===== src/rtl/mux_pkg.sv =====
// Shared definitions for the N-channel valid/ready multiplexer family.
package mux_pkg;

    localparam logic MODE_STATIC = 1'b0;
    localparam logic MODE_RR     = 1'b1;

    // Channel-index width; never narrower than one bit.
    function automatic int ch_width(input int n);
        return (n > 1) ? $clog2(n) : 1;
    endfunction

endpackage


===== src/rtl/rr_arbiter.sv =====
// Combinational round-robin arbiter: highest priority goes to the channel after last.
module rr_arbiter
    import mux_pkg::*;
#(
    parameter int N_CH = 4,
    parameter int SW   = ch_width(N_CH)
) (
    input  logic [N_CH-1:0] req,
    input  logic [SW-1:0]   last,
    input  logic            en,
    output logic [N_CH-1:0] gnt
);

    logic [SW-1:0]     start;
    logic [N_CH-1:0]   rot;
    logic [N_CH-1:0]   pe;
    logic [2*N_CH-1:0] gnt_dbl;
    logic              found;

    always_comb begin
        start = (int'(last) >= N_CH - 1) ? '0 : last + SW'(1);
        // Shifting the doubled vector rotates correctly even when N_CH is not a power of 2.
        rot   = N_CH'({req, req} >> start);

        pe    = '0;
        found = 1'b0;
        for (int unsigned k = 0; k < N_CH; k++) begin
            if (rot[k] && !found) begin
                pe[k] = 1'b1;
                found = 1'b1;
            end
        end

        gnt_dbl = {{N_CH{1'b0}}, pe} << start;
        gnt     = en ? (gnt_dbl[2*N_CH-1:N_CH] | gnt_dbl[N_CH-1:0]) : '0;
    end

endmodule


===== src/rtl/mux_nx1_rr.sv =====
// N:1 valid/ready multiplexer with static or round-robin selection and a registered output.
module mux_nx1_rr
    import mux_pkg::*;
#(
    parameter int N_CH = 4,
    parameter int DW   = 8,
    parameter int SW   = ch_width(N_CH)
) (
    input  logic               clk,
    input  logic               rst_n,
    input  logic [N_CH*DW-1:0] in_data,
    input  logic [N_CH-1:0]    in_valid,
    output logic [N_CH-1:0]    in_ready,
    input  logic               mode,
    input  logic [SW-1:0]      sel,
    output logic [DW-1:0]      out_data,
    output logic [SW-1:0]      out_ch,
    output logic               out_valid,
    input  logic               out_ready
);

    logic            ld;
    logic [N_CH-1:0] sel_gnt;
    logic [N_CH-1:0] rr_gnt;
    logic [N_CH-1:0] gnt;
    logic [SW-1:0]   last;
    logic [SW-1:0]   gnt_idx;
    logic [DW-1:0]   gnt_data;

    assign ld = !out_valid || out_ready;

    always_comb begin
        sel_gnt = '0;
        if (mode == MODE_STATIC && int'(sel) < N_CH) begin
            sel_gnt[sel] = in_valid[sel];
        end
    end

    rr_arbiter #(
        .N_CH (N_CH),
        .SW   (SW)
    ) u_arb (
        .req  (in_valid),
        .last (last),
        .en   (mode == MODE_RR),
        .gnt  (rr_gnt)
    );

    assign gnt      = sel_gnt | rr_gnt;
    // Gated by reset so no channel sees a handshake while the output stage is being cleared.
    assign in_ready = (rst_n && ld) ? gnt : '0;

    always_comb begin
        gnt_idx  = '0;
        gnt_data = '0;
        for (int unsigned i = 0; i < N_CH; i++) begin
            if (gnt[i]) begin
                gnt_idx  = SW'(i);
                gnt_data = in_data[i*DW +: DW];
            end
        end
    end

    always_ff @(posedge clk) begin
        if (!rst_n) begin
            out_valid <= 1'b0;
            out_data  <= '0;
            out_ch    <= '0;
            last      <= SW'(N_CH - 1);
        end else if (ld) begin
            if (|gnt) begin
                out_data  <= gnt_data;
                out_ch    <= gnt_idx;
                out_valid <= 1'b1;
                if (mode == MODE_RR) begin
                    last <= gnt_idx;
                end
            end else begin
                out_valid <= 1'b0;
            end
        end
    end

endmodule


===== config.mk =====
export PLATFORM = sky130hd
export DESIGN_NAME = mux_nx1_rr
export DESIGN_NICKNAME = d
export VERILOG_FILES = /design/src/rtl/mux_pkg.sv /design/src/rtl/rr_arbiter.sv /design/src/rtl/mux_nx1_rr.sv
export SDC_FILE = /design/constraint.sdc
export NUM_CORES = 1
export LEC_CHECK = 0
export CAP_MARGIN = 20
export CELL_PAD_IN_SITES_DETAIL_PLACEMENT = 1
export CELL_PAD_IN_SITES_GLOBAL_PLACEMENT = 1
export CORE_ASPECT_RATIO = 1.25
export CORE_MARGIN = 8
export CORE_UTILIZATION = 43
export CTS_CLUSTER_DIAMETER = 40
export CTS_CLUSTER_SIZE = 24
export DETAILED_ROUTE_END_ITERATION = 8
export DONT_BUFFER_PORTS = 1
export PLACE_DENSITY_LB_ADDON = 0.1
export SYNTH_ARGS = -nofsm -noshare
export SYNTH_HDL_FRONTEND = slang
export SYNTH_SLANG_ARGS = --single-unit

===== constraint.sdc =====
create_clock -name clk -period 5.83 [get_ports clk]
set_input_delay 1.749 -clock clk [delete_from_list [all_inputs] [get_ports clk]]
set_output_delay 1.749 -clock clk [all_outputs]
set_load 0.005 [all_outputs]

==> results of run 1 <==
-- worst paths after layout --
path / start / end
setup reg to reg: last[0]$_SDFFE_PN1P_ / out_data[4]$_SDFFE_PN0P_
hold reg to reg: out_ch[0]$_SDFFE_PN0P_ / out_ch[0]$_SDFFE_PN0P_
hold / removal: out_ch[0]$_SDFFE_PN0P_ / out_ch[0]$_SDFFE_PN0P_
setup / recovery: in_valid[0] / in_ready[2]
-- power by group --
part           switching [mW]  internal (mW)
clock network          0.0306         0.0266
logic                  0.0464         0.0331
registers             0.00997          0.102
total                  0.0870          0.161
-- cell usage in the layout, fill, tap and decap left out --
cell                        synthesis  routed
sky130_fd_sc_hd__o41ai_4            1       1
sky130_fd_sc_hd__nand2b_1           3       3
sky130_fd_sc_hd__o311ai_2           1       1
sky130_fd_sc_hd__o21a_1             5       5
sky130_fd_sc_hd__or3_1              1       1
sky130_fd_sc_hd__clkinv_1           1       1
sky130_fd_sc_hd__and3_1             1       1
sky130_fd_sc_hd__nor3_1             2       2
sky130_fd_sc_hd__clkbuf_4           0       3
sky130_fd_sc_hd__ha_1               1       1
sky130_fd_sc_hd__o21ai_0            4       4
sky130_fd_sc_hd__a21o_1             8       8
sky130_fd_sc_hd__nand3b_1           1       1
sky130_fd_sc_hd__nand2_1           21      21
sky130_fd_sc_hd__a222oi_1           8       8
sky130_fd_sc_hd__o211ai_1           2       2
sky130_fd_sc_hd__a21oi_1           10      10
sky130_fd_sc_hd__o32ai_1            1       1
sky130_fd_sc_hd__o2bb2ai_1          1       1
sky130_fd_sc_hd__dfxtp_1           13      13
sky130_fd_sc_hd__nor4b_1            1       1
sky130_fd_sc_hd__nor2_1             7       7
sky130_fd_sc_hd__clkbuf_1           3       1
sky130_fd_sc_hd__nor2b_1            3       3
sky130_fd_sc_hd__o32a_1             1       1
sky130_fd_sc_hd__a31oi_1            1       1
sky130_fd_sc_hd__o221ai_1           1       1
sky130_fd_sc_hd__a31o_1             1       1
sky130_fd_sc_hd__a21boi_2           1       1
-- cell type report --
class,count,area share [%]
well taps,20,2.849
multi-input cells,87,64.10
flip-flops and latches,13,29.63
inverters,1,0.4274
clock buffers,4,2.991
-- logic make-up (layout without fill, tap and decap cells) --
family	Yosys count	in the layout	share of synthesized area (%)
buf+inv	6	5	3.659
compound gates	46	46	43.19
fa+ha+maj	1	1	1.464
simple gates	40	40	21.23
flops	13	13	30.45
-- worst min-delay path: stages (launching register included) --
cell	delay (ps)
sky130_fd_sc_hd__dfxtp_1	330
sky130_fd_sc_hd__nand2_1	60
sky130_fd_sc_hd__a21oi_1	50
-- sequential cells by signal, indices dropped and copies added, names as in the netlist --
name       flops
last           2
out_ch         2
out_data       8
out_valid      1
-- metal layers --
layer | wire [um] | vias to the layer above | track usage, %
li1 | - | 404 | -
met1 | 984 | 393 | 14.40
met2 | 1390 | 38 | 26.69
met3 | 343 | 5 | 8.654
met4 | 49 | 0 | 7.229
met5 | 0 | - | 0
-- stage by stage --
| stage | hold slack [ps] | area, sq um | worst slack, ps | std cells | utilization, % |
|---|---|---|---|---|---|
| finish | 481.0 | 878.3 | 1053 | 125 | 45.35 |
| global placement | 469.8 | 852.1 | 1087 | 121 | 43.99 |
| floorplan | 448.3 | 854.6 | 1166 | 106 | - |
| CTS | 490.0 | 878.3 | 1046 | 125 | 45.35 |
| detailed placement | 478.3 | 852.1 | 1050 | 121 | 43.99 |
| global route | 496.9 | 878.3 | 996.6 | 125 | 45.35 |
==> results.yml, run 1 <==
worst_setup_path:
  worst-path-buf-inv: 0
  critical_path_depth: 4
  worst_setup_path_end_kind: "primary output"
  worstPathRequired_ps: 4080
  crit_path_top_delay_cell: "sky130_fd_sc_hd__a21boi_2"
  worstPathArrival_ps: 3030
  critPathTopFamily: "compound AO/OA/AOI/OAI gates"
  worst_r2r_path_depth: 7
  worstSetupStartpointType: "input port"
  reg2reg_setup_slack_ps: 3180
  maximum_single_stage_delay_on_the_critical_path_ps: 540
  critical_path_peak_fanout: 13
  setup.worst_path.class: "in -> out"
  worstPathCellList: "o21a_1 -> o32a_1 -> a21boi_2 -> and3_1"
timing:
  layout_min_cycle_time_ps: 4777
  setup_tns_ps: 0
  timing.final.max_slew_violations: 0
  grt_setup_unrepaired: "false"
  min_period_over_period_pct: 81.93
  final_hold_viol_count: 0
  clock_skew_ps: 0.3646
  worst_max_slew_pin_slew_ps: 876.6
  setup_viol: 0
  maxClockFrequency_mhz: 209.4
  max_slew_margin_pct: 41.36
flow_run:
  drv.max_cap_violation_count: 0
global_route:
  grt_first_pass_wirelength_um: 4567
  pin_count_of_the_biggest_net_entering_global_routing: 18
  antenna_found_initial: 0
  globalRouteTotalUtil_pct: 15.33
  overflow: 0
  vias_in_the_first_global_route: 938
drt:
  route.vias.total: 840
  first_iter_violations: 42
  finalWirelength_um: 2768
  avgRoutedWirePerCell_um: 22.14
  route.detailed.drc: 0
  avgViaCountPerCell: 6.720
  postRouteAntennaNets: 0
  drtPass1Iterations: 6
power:
  cellPowerDensity_mw_per_mm2: 282.7
  power.ir.vdd_worst_mv: 0.1220
  total_leakage_power_nw: 0.2923
  finalPower_mw: 0.2483
yosys:
  yosys_most_used_dff: "sky130_fd_sc_hd__dfxtp_1"
  syn_avg_cell_area_sq_um: 8.062
  postSynthCellCount: 106
  synth_edf_count: 0
  yosysTopAreaCellShare_pct: 30.45
  synth_nets: 149
  syn_area_sq_um: 854.6
  post_synth_num_cell_types: 30
  yosysTopAreaCell: "sky130_fd_sc_hd__dfxtp_1"
  synth_warnings: 0
  top_cells_by_count_synth: "sky130_fd_sc_hd__nand2_1, sky130_fd_sc_hd__dfxtp_1, sky130_fd_sc_hd__a21oi_1, sky130_fd_sc_hd__a21o_1, sky130_fd_sc_hd__a222oi_1"
  synth_sequential_area_ratio_pct: 30.45
  synth-seq-cells: 13
  ys_top_cells_by_area: "sky130_fd_sc_hd__dfxtp_1, sky130_fd_sc_hd__a222oi_1, sky130_fd_sc_hd__nand2_1"
  async_flop_share_pct: 0
  top_count_cell_post_synth: "sky130_fd_sc_hd__nand2_1"
die:
  placeable_core_area_sq_mm: 0.001937
  design.die.area_sq_mm: 0.003679
  die_width_um: 55.88
  die_height_um: 65.84
  core.rowCount: 18
  top_level_ports: 57
  initial_utilization_pct: 44.12
finish:
  multiInputGateArea_sq_um: 563.0
  n_fill_cell: 255
  antenna_cells_inserted: 0
  area.growth.synth_to_final_pct: 2.782
  final_layout_size_suffix_gt1_share_pct: 5.714
  fin_nets: 149
  final-seq-area_sq_um: 260.3
worst_hold_path:
  hold_path.class: "reg -> reg"
  min_path_cells: 2
status:
  outcome: "completed"
clocking:
  clock_latency_ps: 280
  max-clock-path-buffers: 2
  ctsHtreeMaxLevel: 1
  cts_resized: 0
  cts.clk_slew.worst_paths_ps: 80
  clock_tree.root_cell: "sky130_fd_sc_hd__clkbuf_4"
  cts_hold_buffers: 0
  cts_sinks: 13
  post-cts-setup-buffers: 0
  cts-buffers-inserted: 3
  cts_tree: "done"
placement:
  numPortBuffers: 0
  place.detailed.hpwl_um: 2211
  gpl.final_weighted_congestion: 0.7383
(Power assumes the default switching activity.)
==> inputs of run 2 (changes only) <==
--- a/config.mk
+++ b/config.mk
@@ -10,7 +10,7 @@
 export CELL_PAD_IN_SITES_GLOBAL_PLACEMENT = 1
 export CORE_ASPECT_RATIO = 1.25
 export CORE_MARGIN = 8
-export CORE_UTILIZATION = 43
+export CORE_UTILIZATION = 40
 export CTS_CLUSTER_DIAMETER = 40
 export CTS_CLUSTER_SIZE = 24
 export DETAILED_ROUTE_END_ITERATION = 8
==> constraint.sdc (replaced) <==
create_clock -name clk -period 4.56 [get_ports clk]
set_input_delay 1.368 -clock clk [delete_from_list [all_inputs] [get_ports clk]]
set_output_delay 1.368 -clock clk [all_outputs]
set_load 0.005 [all_outputs]
==> results.yml, run 2 (synthesis results as in run 1) <==
finish:
  area.growth.synth_to_final_pct: 6.296
  final_layout_size_suffix_gt1_share_pct: 9.174
  final_cell_mix: "sky130_fd_sc_hd__nand2_1, sky130_fd_sc_hd__dfxtp_1, sky130_fd_sc_hd__a21oi_1, sky130_fd_sc_hd__a222oi_1, sky130_fd_sc_hd__a21o_1"
  layout_top_registers: "out_data: 8 flops, last: 2 flops, out_ch: 2 flops"
  largest_reg_flops: 8
  stdcell_count: 129
  antenna_cells_inserted: 0
  largest-register: "out_data"
  layout.cells.most_common: "sky130_fd_sc_hd__nand2_1"
  fin_nets: 153
clocking:
  cts_hold_buffers: 0
  cts-buffers-inserted: 3
  clock_tree.root_cell: "sky130_fd_sc_hd__clkbuf_4"
  max-clock-path-buffers: 2
  clock_latency_ps: 270
  cts.clk_slew.worst_paths_ps: 80
  ctsHtreeMaxLevel: 1
  post-cts-setup-buffers: 0
  cts_sinks: 13
  cts_resized: 0
  cts_tree: "done"
worst_setup_path:
  rr_startpoint: "last[0]$_SDFFE_PN1P_"
  setup.worst_path.class: "in -> out"
  worstSetupStartpointType: "input port"
  worst_setup_path_end_kind: "primary output"
  worstPathRequired_ps: 3190
  reg2reg_setup_slack_ps: 1940
  worstPathArrival_ps: 2340
  critical_path_peak_fanout: 13
  worstSetupStartpoint: "in_valid[0]"
power:
  pwr-share-clk_pct: 22.1
  power.ir.vdd_worst_mv: 0.1760
  cellPowerDensity_mw_per_mm2: 357.3
  total_leakage_power_nw: 0.3130
  power.sequential.fraction_pct: 44.1
  gate_power_share_pct: 33.8
  power.share.switching_pct: 34.92
  p_switching_mw: 0.1133
  cell_internal_power_mw: 0.2112
drt:
  postRouteAntennaNets: 0
  drtPass1Iterations: 5
  first_iter_violations: 40
  finalWirelength_um: 2892
  route.vias.total: 866
  route.detailed.drc: 0
  avgViaCountPerCell: 6.713
  avgRoutedWirePerCell_um: 22.42
die:
  die_height_um: 67.68
  core.rowCount: 18
  initial_utilization_pct: 42.63
  die_width_um: 57.34
  placeable_core_area_sq_mm: 0.002004
  top_level_ports: 57
  design.die.area_sq_mm: 0.003880
timing:
  min_period_over_period_pct: 81.29
  timing.final.max_slew_violations: 0
  maxClockFrequency_mhz: 269.8
  clock_skew_ps: 3.766
  final_hold_viol_count: 0
  layout_min_cycle_time_ps: 3707
  worst_max_slew_pin_slew_ps: 876.9
  grt_setup_unrepaired: "false"
  setup_viol: 0
  max_slew_margin_pct: 41.34
  setup_tns_ps: 0
placement:
  numPortBuffers: 0
  place.detailed.hpwl_um: 2342
  gpl.final_weighted_congestion: 0.8785
  placed_cells_incl_taps: 125
global_route:
  vias_in_the_first_global_route: 937
  pin_count_of_the_biggest_net_entering_global_routing: 18
  grt_first_pass_wirelength_um: 4581
  overflow: 0
  antenna_found_initial: 0
  globalRouteTotalUtil_pct: 15.38
status:
  outcome: "completed"
flow_run:
  drv.max_cap_violation_count: 0
worst_hold_path:
  worstHoldStart: "out_data[0]$_SDFFE_PN0P_"
  hold_path.class: "reg -> reg"
[run 2: cell types whose count changed in the layout (fill, tap and decap cells not counted)]
cell,before,now
sky130_fd_sc_hd__buf_4,0,4
[run 2: power groups by stage]
stage                     registers, mW  clock network, mW  logic [mW]
after floorplan                   0.142                  0      0.0903
after detailed placement          0.146                  0       0.111
after global placement            0.146                  0       0.107
after CTS                         0.144             0.0761       0.111
after global routing              0.145             0.0820       0.124
final                             0.143             0.0719       0.110
[run 2: path summary, 6_finish.rpt]
| kind | endpoint | cells past startpoint |
|---|---|---|
| worst max register to register | out_data[6]$_SDFFE_PN0P_ | 8 |
| worst min-delay path | out_data[0]$_SDFFE_PN0P_ | 2 |
| worst min register to register | out_data[0]$_SDFFE_PN0P_ | 2 |
| worst max-delay path | in_ready[2] | 5 |
[run 2: area by class of cell]
class                           count  area (sq um)
Multi-Input combinational cell     87         563.0
Fill cell                         252          1096
Inverter                            1         3.754
Timing Repair Buffer                4         30.03
Tap cell                           20         25.02
Sequential cell                    13         260.3
Clock buffer                        4         26.28
[run 2: critical path: stages]
cell,delay [ps]
sky130_fd_sc_hd__o21a_1,110
sky130_fd_sc_hd__o32a_1,340
sky130_fd_sc_hd__a21boi_2,120
sky130_fd_sc_hd__buf_4,210
sky130_fd_sc_hd__and3_1,200
[run 2: through the flow]
step / power, mW / util (%) / hold WS, ps / setup WS [ps] / instance area, sq um
floorplan: 0.2323 / - / 448.3 / 657.8 / 854.6
global placement: 0.2527 / 44.01 / 468.8 / 855.3 / 882.1
detailed placement: 0.2574 / 44.01 / 478.5 / 851.1 / 882.1
CTS: 0.3312 / 45.32 / 491.1 / 849.1 / 908.4
global route: 0.3510 / 45.32 / 515.4 / 777.0 / 908.4
finish: 0.3245 / 45.32 / 483.5 / 853.1 / 908.4
[run 2: layer usage]
| layer | vias to the layer above | track usage [%] | part of all wire (%) |
|---|---|---|---|
| li1 | 415 | - | - |
| met1 | 410 | 13.44 | 34 |
| met2 | 39 | 29.20 | 53 |
| met3 | 2 | 7.224 | 12 |
| met4 | 0 | 7.524 | 0.62 |
| met5 | - | 0 | 0 |
